<file path="config.mk">
export PLATFORM = sky130hd
export DESIGN_NAME = music_sequencer
export DESIGN_NICKNAME = d
export VERILOG_FILES = /design/src/rtl/music_sequencer.sv
export SDC_FILE = /design/constraint.sdc
export NUM_CORES = 1
export LEC_CHECK = 0
export CAP_MARGIN = 20
export CORE_MARGIN = 3
export CORE_UTILIZATION = 40
export CTS_CLUSTER_SIZE = 25
export DETAILED_ROUTE_END_ITERATION = 10
export PLACE_DENSITY_LB_ADDON = 0.15
export SLEW_MARGIN = 15
export SYNTH_ARGS = -nofsm -noshare
export SYNTH_HDL_FRONTEND = slang
export SYNTH_SLANG_ARGS = --single-unit
</file>
<file path="constraint.sdc">
create_clock -name clk -period 3.39 [get_ports clk]
set_clock_uncertainty 0.2 [all_clocks]
set_input_delay 0.5085 -clock clk [delete_from_list [all_inputs] [get_ports clk]]
set_output_delay 0.5085 -clock clk [all_outputs]
set_load 0.01 [all_outputs]
</file>
<file path="src/rtl/music_sequencer.sv">
`default_nettype none
// ============================================================================
//  Module   : music_sequencer
//  Brief    : Score playback stage. Reads an external synchronous ROM one
//             word at a time and holds each note for duration*TICK_CYCLES
//             clocks. Drives note_div/volume for the speaker stage.
//             Play/pause/stop and volume come from single-cycle pulses.
//  Options  : define MUSIC_LOOP_EN to restart from address 0 at the end of
//             the score instead of returning to idle.
//  Revision : 1.0 - initial release
// ============================================================================
module music_sequencer #(
  parameter int CLK_FREQ    = 100_000_000,
  parameter int TICK_CYCLES = 12_500_000,
  parameter int ADDR_W      = 5,
  parameter int VOL_RESET   = 8
) (
  input  logic              clk,
  input  logic              rst_n,
  input  logic              play_btn,
  input  logic              stop_btn,
  input  logic              vol_up,
  input  logic              vol_down,
  output logic [ADDR_W-1:0] score_addr,
  input  logic [7:0]        score_data,
  output logic [21:0]       note_div,
  output logic [3:0]        volume,
  output logic              playing,
  output logic              done
);

  localparam int                  c_tick_w    = (TICK_CYCLES > 1) ? $clog2(TICK_CYCLES) : 1;
  localparam logic [c_tick_w-1:0] c_tick_last = c_tick_w'(TICK_CYCLES - 1);
  localparam logic [ADDR_W-1:0]   c_addr_last = '1;

  typedef enum logic [2:0] {
    S_IDLE  = 3'd0,
    S_FETCH = 3'd1,
    S_LOAD  = 3'd2,
    S_PLAY  = 3'd3,
    S_PAUSE = 3'd4
  } state_t;

  state_t              r_state, w_state_nxt;
  logic [ADDR_W-1:0]   r_addr, w_addr_nxt;
  logic [21:0]         r_note_div, w_note_nxt;
  logic [c_tick_w-1:0] r_tick, w_tick_nxt;
  logic [3:0]          r_dur, w_dur_nxt;
  logic                r_done, w_done_nxt;
  logic                w_end;
  logic [3:0]          r_vol;

  // Divider per note code: CLK_FREQ / f, truncated; code 0 is a rest.
  function automatic logic [21:0] note_lut(input logic [3:0] code);
    case (code)
      4'd1:    note_lut = 22'(CLK_FREQ / 262);
      4'd2:    note_lut = 22'(CLK_FREQ / 294);
      4'd3:    note_lut = 22'(CLK_FREQ / 330);
      4'd4:    note_lut = 22'(CLK_FREQ / 349);
      4'd5:    note_lut = 22'(CLK_FREQ / 392);
      4'd6:    note_lut = 22'(CLK_FREQ / 440);
      4'd7:    note_lut = 22'(CLK_FREQ / 494);
      4'd8:    note_lut = 22'(CLK_FREQ / 523);
      4'd9:    note_lut = 22'(CLK_FREQ / 587);
      4'd10:   note_lut = 22'(CLK_FREQ / 659);
      4'd11:   note_lut = 22'(CLK_FREQ / 698);
      4'd12:   note_lut = 22'(CLK_FREQ / 784);
      4'd13:   note_lut = 22'(CLK_FREQ / 880);
      4'd14:   note_lut = 22'(CLK_FREQ / 988);
      4'd15:   note_lut = 22'(CLK_FREQ / 1047);
      default: note_lut = 22'd0;
    endcase
  endfunction

  // Sequencer state and datapath registers.
  always_ff @(posedge clk or negedge rst_n) begin
    if (!rst_n) begin
      r_state    <= S_IDLE;
      r_addr     <= '0;
      r_note_div <= '0;
      r_tick     <= '0;
      r_dur      <= '0;
      r_done     <= 1'b0;
    end else begin
      r_state    <= w_state_nxt;
      r_addr     <= w_addr_nxt;
      r_note_div <= w_note_nxt;
      r_tick     <= w_tick_nxt;
      r_dur      <= w_dur_nxt;
      r_done     <= w_done_nxt;
    end
  end

  // Next-state logic; end-of-score and stop override the per-state result.
  always_comb begin
    w_state_nxt = r_state;
    w_addr_nxt  = r_addr;
    w_note_nxt  = r_note_div;
    w_tick_nxt  = r_tick;
    w_dur_nxt   = r_dur;
    w_done_nxt  = 1'b0;
    w_end       = 1'b0;
    case (r_state)
      S_IDLE: begin
        if (play_btn) begin
          w_state_nxt = S_FETCH;
          w_addr_nxt  = '0;
        end
      end
      S_FETCH: w_state_nxt = S_LOAD;
      S_LOAD: begin
        if (score_data[3:0] == 4'd0) begin
          w_end = 1'b1;
        end else begin
          w_note_nxt  = note_lut(score_data[7:4]);
          w_dur_nxt   = score_data[3:0];
          w_tick_nxt  = '0;
          w_state_nxt = S_PLAY;
        end
      end
      S_PLAY: begin
        // The cycle on which pause is requested still counts as played.
        if (r_tick == c_tick_last) begin
          w_tick_nxt = '0;
          w_dur_nxt  = r_dur - 4'd1;
        end else begin
          w_tick_nxt = r_tick + c_tick_w'(1);
        end
        // A finishing note wins over a pause request so PAUSE never holds dur 0.
        if (r_tick == c_tick_last && r_dur == 4'd1) begin
          if (r_addr == c_addr_last) begin
            w_end = 1'b1;
          end else begin
            w_addr_nxt  = r_addr + ADDR_W'(1);
            w_state_nxt = S_FETCH;
          end
        end else if (play_btn) begin
          w_state_nxt = S_PAUSE;
        end
      end
      S_PAUSE: begin
        if (play_btn) w_state_nxt = S_PLAY;
      end
      default: w_state_nxt = S_IDLE;
    endcase

    if (w_end) begin
      w_done_nxt = 1'b1;
      w_addr_nxt = '0;
      w_note_nxt = '0;
      w_tick_nxt = '0;
      w_dur_nxt  = '0;
`ifdef MUSIC_LOOP_EN
      w_state_nxt = S_FETCH;
`else
      w_state_nxt = S_IDLE;
`endif
    end

    if (stop_btn) begin
      w_state_nxt = S_IDLE;
      w_addr_nxt  = '0;
      w_note_nxt  = '0;
      w_tick_nxt  = '0;
      w_dur_nxt   = '0;
      w_done_nxt  = 1'b0;
    end
  end

  // Saturating volume register; simultaneous up/down cancel.
  always_ff @(posedge clk or negedge rst_n) begin
    if (!rst_n) begin
      r_vol <= 4'(VOL_RESET);
    end else if (vol_up && !vol_down && r_vol != 4'hF) begin
      r_vol <= r_vol + 4'd1;
    end else if (vol_down && !vol_up && r_vol != 4'h0) begin
      r_vol <= r_vol - 4'd1;
    end
  end

  assign playing    = (r_state == S_FETCH) || (r_state == S_LOAD) || (r_state == S_PLAY);
  assign volume     = (playing && r_note_div != 22'd0) ? r_vol : 4'd0;
  assign note_div   = r_note_div;
  assign score_addr = r_addr;
  assign done       = r_done;

endmodule
`default_nettype wire

</file>
==> flow_summary.toml, run 1 <==
[status]
outcome = "finished clean"

[final_layout]
layout_commonest_cell = "dfrtp_1"
final_cells = 613
diodes = 0
drive_gt1_share_pct = 8.06
nFillCells = 906
finalInstanceArea_um2 = 4600
final_nets = 509
area_growth_pct = 20.6
layout_common_cells = "dfrtp_1 (59), nor2_1 (53), clkdlybuf4s50_1 (42)"

[power_and_ir_drop]
ir_worst_vdd_mv = 0.384
switchingPower_uw = 823
power_leakage_uw = 0.00186
seqPwrFrac_pct = 39.4
clockPowerShare_pct = 27.3
power_density_nw_per_um2 = 514
power_switching_share_pct = 34.8
intPower_uw = 1540
combPwrFrac_pct = 33.4

[synth]
ys_ff_latch = 60
seq_area_frac_synth_pct = 39.4
synth_area_leader_cell = "dfrtp_1"
ys.flop_type = "dfrtp_1"
syn-instance-count = 434
synth_top_area_share_pct = 38.7
yosys.cell_types.count = 70
syn_area_per_cell_um2 = 8.79
ys.warnings.count = 0
async_reset_ff_share_pct = 100
synth_enable_flop_cells = 0
yosys-top-cells-area = "dfrtp_1 (39%), nor2_1 (5.2%), ha_1 (4.6%)"
mappedNetlistArea_um2 = 3820

[clocking]
path_clk_slew_ns = 0.07
cts_root_buffer = "clkbuf_8"
postCtsSetupBuffers = 0
cts_buffer_depth = 2
cts_tree = "built"
cts_sinks = 60
htreeDepth = 3
post_cts_resize_count = 0
cts_buffers = 9
clock_latency_ns = 0.34
cts_hold_buf = 0

[hold_path]
hold_class = "input port to asynchronous set/reset pin"

[die]
die_h_um = 104
dieArea_um2 = 10700
io_pins = 47
num_rows = 35
start_util_pct = 41.3
fp.dieW_um = 104
core_area_um2 = 9240

[timing]
hold_ws_ns = 0.101
worst_pin_slew_ns = 0.806
rsz0062_at_grt = "false"
post-route-min-period_ns = 3.17
slew_headroom_pct = 46.2
hold_viol = 0
finalCritPeriodShare_pct = 93.6
timing.fmax_ghz = 0.315
tns_ns = 0
finalSetupViolations = 0
drv_slew = 0

[grt]
grt_first_pass_wirelength_um = 16600
antenna_found_initial = 0
grtUsageTotal_pct = 18.8
grt_pass1_vias = 3294
grt_start_max_net_pins = 61
gr-total-overflow = 0

[critical_path]
crit_buf_inv = 1
critical_path_class = "register to output port"
cp_slowest_cell = "nor4_1"
arrival_ns = 2.46
cp_data_required_time_ns = 2.68
cp_slowest_stage_delay_ns = 0.47
crit_chain = "nor4_1 > nand4_1 > o41a_1 > and2_1 > clkdlybuf4s50_1"
cpLargestDelayFamily = "simple AND/OR/NAND/NOR gates"
worstPathMaxFanout = 4
crit_path_end_kind = "output port"
start_kind = "register"

[flow_run]
cap_viol_max_count = 0

[detailed_routing]
ant_nets = 0
post_drt_wl_per_cell_um = 16.1
first_iter_violations = 210
wirelength_um = 9890
dr.pass1.iters = 7
post_drt_via_cell_ratio = 5.59
vias = 3425
drc = 0

[placed_design]
place_congestion = 0.913
place_inst = 598
port_buffers = 43
dp.final_hpwl_um = 6970
place_area_um2 = 4420
## metal layers
metal  track usage (%)  share of wire [%]
met1              25.5                 48
met2              30.5                 47
met3              4.05                4.5
met4              5.41               0.96
met5                 0                  0
## flip-flops by register name (all words and copies together) (netlist names)
register	count
done	1
r_dur	4
note_div	19
r_tick	24
r_vol	4
r_state	3
score_addr	5
## cell families (layout without fill, tap and decap cells)
kind of cell	count (synthesis)	in the layout	synth area share, %
xor gates and xnor gates	17	17	3.90
AOI/OAI and AO/OA	102	102	18.5
DFF	60	60	39.4
other	1	3	0.0983
adders and majority gates	15	15	5.11
buffers and inverters	35	83	3.80
muxes	5	5	1.67
and+or+nand+nor	199	199	27.5
## Yosys cell counts (4+ instances only)
library cell and instances:
a21oi_1 22, and2_1 6, and3_1 7, xnor2_1 13
o21ai_0 18, nor4_1 10, a31oi_1 8, clkbuf_1 17
a311oi_1 4, nand2_1 37, nor3_1 19, xor2_1 4
nor2b_1 8, nor2_1 53, a211oi_1 10, ha_1 14
or4_1 4, nand3_1 16, nand4_1 7, inv_1 13
or3_1 6, dfrtp_1 59, nand2b_1 5
## power groups by stage
stage / registers (µW) / logic [µW] / clock network (µW)
floorplan: 920 / 467 / 0
global placement: 944 / 783 / 0
detailed placement: 942 / 791 / 0
CTS: 931 / 797 / 667
global route: 950 / 873 / 698
finish: 932 / 789 / 646
## layout make-up
| class | instances | area [µm²] | area share [%] |
|---|---|---|---|
| inverter | 13 | 48.8 | 1.06 |
| clock inverter | 2 | 35.0 | 0.761 |
| timing repair buffer | 55 | 528 | 11.5 |
| clock buffer | 13 | 149 | 3.24 |
| sequential | 60 | 1500 | 32.7 |
| tap | 129 | 161 | 3.51 |
| multi-input combinational | 341 | 2180 | 47.3 |
## stage by stage
step                      util (%)  worst slack [ns]  total power [µW]
after floorplan                  -             0.830              1390
after global placement        47.8             0.554              1730
after detailed placement      47.8             0.431              1730
after CTS                     49.8             0.240              2390
after global routing          49.8             0.160              2520
final                         49.8             0.217              2370
## worst paths after layout
check	from	end	slack (ns)	cells after the start
setup reg to reg	score_addr[0]	r_state[0]	0.41	9
hold reg to reg	r_tick[3]	r_tick[3]	0.33	1
max in group asynchronous	rst_n	r_tick[6]	2.35	2
setup / recovery	note_div[0]	volume[0]	0.22	5
hold / removal	rst_n	score_addr[4]	0.10	2
min in group clk	r_tick[3]	r_tick[3]	0.33	1
Note: power is estimated with default switching activity, not from simulation.
==> run 2: changes to the inputs <==
CTS_CLUSTER_SIZE = 16   (was 25)
==> results of run 2 <==
Same layout as run 1: the final DEF is identical, and so are final timing and power.
==> run 3: changes to the inputs <==
CORE_MARGIN = 2   (was 3)
==> run 3 against run 2 <==
  * Sequential cell count unchanged
  * Register-to-register slack better by 0.02 ns
  * Clock-buffer cell count decreased by 2
  * Die area is 3.8% lower
  * Hold slack better by 0.24 ns
  * Sequential power barely moved
  * Global-route usage is 1.4 points higher
  * Clock power decreased by 0.9%
  * Utilization up 0.11 points
  * Non-clock buffer count rose by 1
  * Critical path type unchanged
  * Final cell count grew 0.33%
  * Critical path depth unchanged
==> flow_summary.toml, run 3 (synthesis gave the netlist of run 1 again) <==
[timing]
finalSetupViolations = 0
rsz0062_at_grt = "false"
timing.fmax_ghz = 0.313
tns_ns = 0
drv_slew = 0
slew_headroom_pct = 46.1
post-route-min-period_ns = 3.20
finalCritPeriodShare_pct = 94.3
hold_ws_ns = 0.341
worst_pin_slew_ns = 0.807
hold_viol = 0

[detailed_routing]
first_iter_violations = 136
drc = 0
post_drt_via_cell_ratio = 5.61
dr.pass1.iters = 5
ant_nets = 0
wirelength_um = 9790
post_drt_wl_per_cell_um = 15.9
vias = 3453

[power_and_ir_drop]
power_density_nw_per_um2 = 511
power_leakage_uw = 0.00186
ir_worst_vdd_mv = 0.407
fin_total_pwr_uw = 2360

[final_layout]
utilization_pct = 49.9
largest_register_ffs = 24
layout_common_cells = "dfrtp_1 (59), nor2_1 (53), clkdlybuf4s50_1 (42)"
final_nets = 510
drive_gt1_share_pct = 8.44
nFillCells = 862
layout_commonest_cell = "dfrtp_1"
diodes = 0
multi_input_area_um2 = 2180
max_flop_register = "r_tick"
area_growth_pct = 20.8
regArea_um2 = 1500

[die]
fp.dieW_um = 102
dieArea_um2 = 10300
die_h_um = 102
io_pins = 47
core_area_um2 = 9240
start_util_pct = 41.3
num_rows = 35

[clocking]
cts_sinks = 60
cts_tree = "built"
path_clk_slew_ns = 0.07
cts_buffer_depth = 2
clock_latency_ns = 0.34
cts_buffers = 9
cts_root_buffer = "clkbuf_8"
postCtsSetupBuffers = 0
htreeDepth = 3

[placed_design]
place_congestion = 0.915
dp.final_hpwl_um = 7010
port_buffers = 43

[flow_run]
cap_viol_max_count = 0

[grt]
grtUsageTotal_pct = 20.3
gr-total-overflow = 0
grt_first_pass_wirelength_um = 16600
grt_start_max_net_pins = 25
antenna_found_initial = 0
grt_pass1_vias = 3379

[status]
outcome = "finished clean"

[critical_path]
start_kind = "register"
arrival_ns = 2.49
critical_path_class = "register to output port"
worstPathMaxFanout = 4
cp_data_required_time_ns = 2.68
crit_path_end_kind = "output port"

[hold_path]
hold_class = "register to register"
-- run 3: report_power, final --
group | switching [µW] | internal [µW] | total, µW
sequential | 123 | 811 | 934
clock | 304 | 336 | 640
combinational | 407 | 377 | 783
total | 833 | 1520 | 2360
-- run 3: through the flow --
stage               setup WS, ns  cell area [µm²]  std cells
floorplan                  0.830             3820        436
global placement           0.531             4420        598
detailed placement         0.453             4420        598
CTS                        0.222             4610        615
global route              0.0852             4610        615
finish                     0.192             4610        615
-- run 3: routing by layer --
metal	up-vias	share of wire [%]	global-route usage, %
li1	1688	-	-
met1	1653	48	27.5
met2	100	45	32.1
met3	12	5.0	4.49
met4	0	1.7	6.65
met5	-	0	0
-- run 3: final timing paths --
check,from,to,slack [ns],cells after the start
min in group asynchronous,rst_n,note_div[9],0.49,2
hold / removal,r_vol[3],r_vol[3],0.34,1
setup reg to reg,score_addr[0],r_state[0],0.43,9
setup / recovery,note_div[6],volume[2],0.19,5
max in group asynchronous,rst_n,r_vol[3],1.78,3
hold reg to reg,r_vol[3],r_vol[3],0.34,1
-- run 3: critical path, cell delays in order, from the launching register on --
cell and delay, ns:
dfrtp_1 0.40, nor4_1 0.51, nand4_1 0.20, o41a_1 0.39
and2_1 0.18, clkdlybuf4s50_1 0.47
-- run 3: cell type report --
type / instances / share of cell area (%)
multi-input combinational: 341 / 47.2
sequential: 60 / 32.6
timing repair buffer: 56 / 11.7
tap: 129 / 3.50
clock buffer: 11 / 2.85
clock inverter: 5 / 1.14
inverter: 13 / 1.06
-- run 3: repair_timing --
action,4_1_cts,5_1_grt
resized for setup,0,0
endpoints found under the hold margin,22,0
endpoints found under the setup margin,0,0
hold buffers,1,0
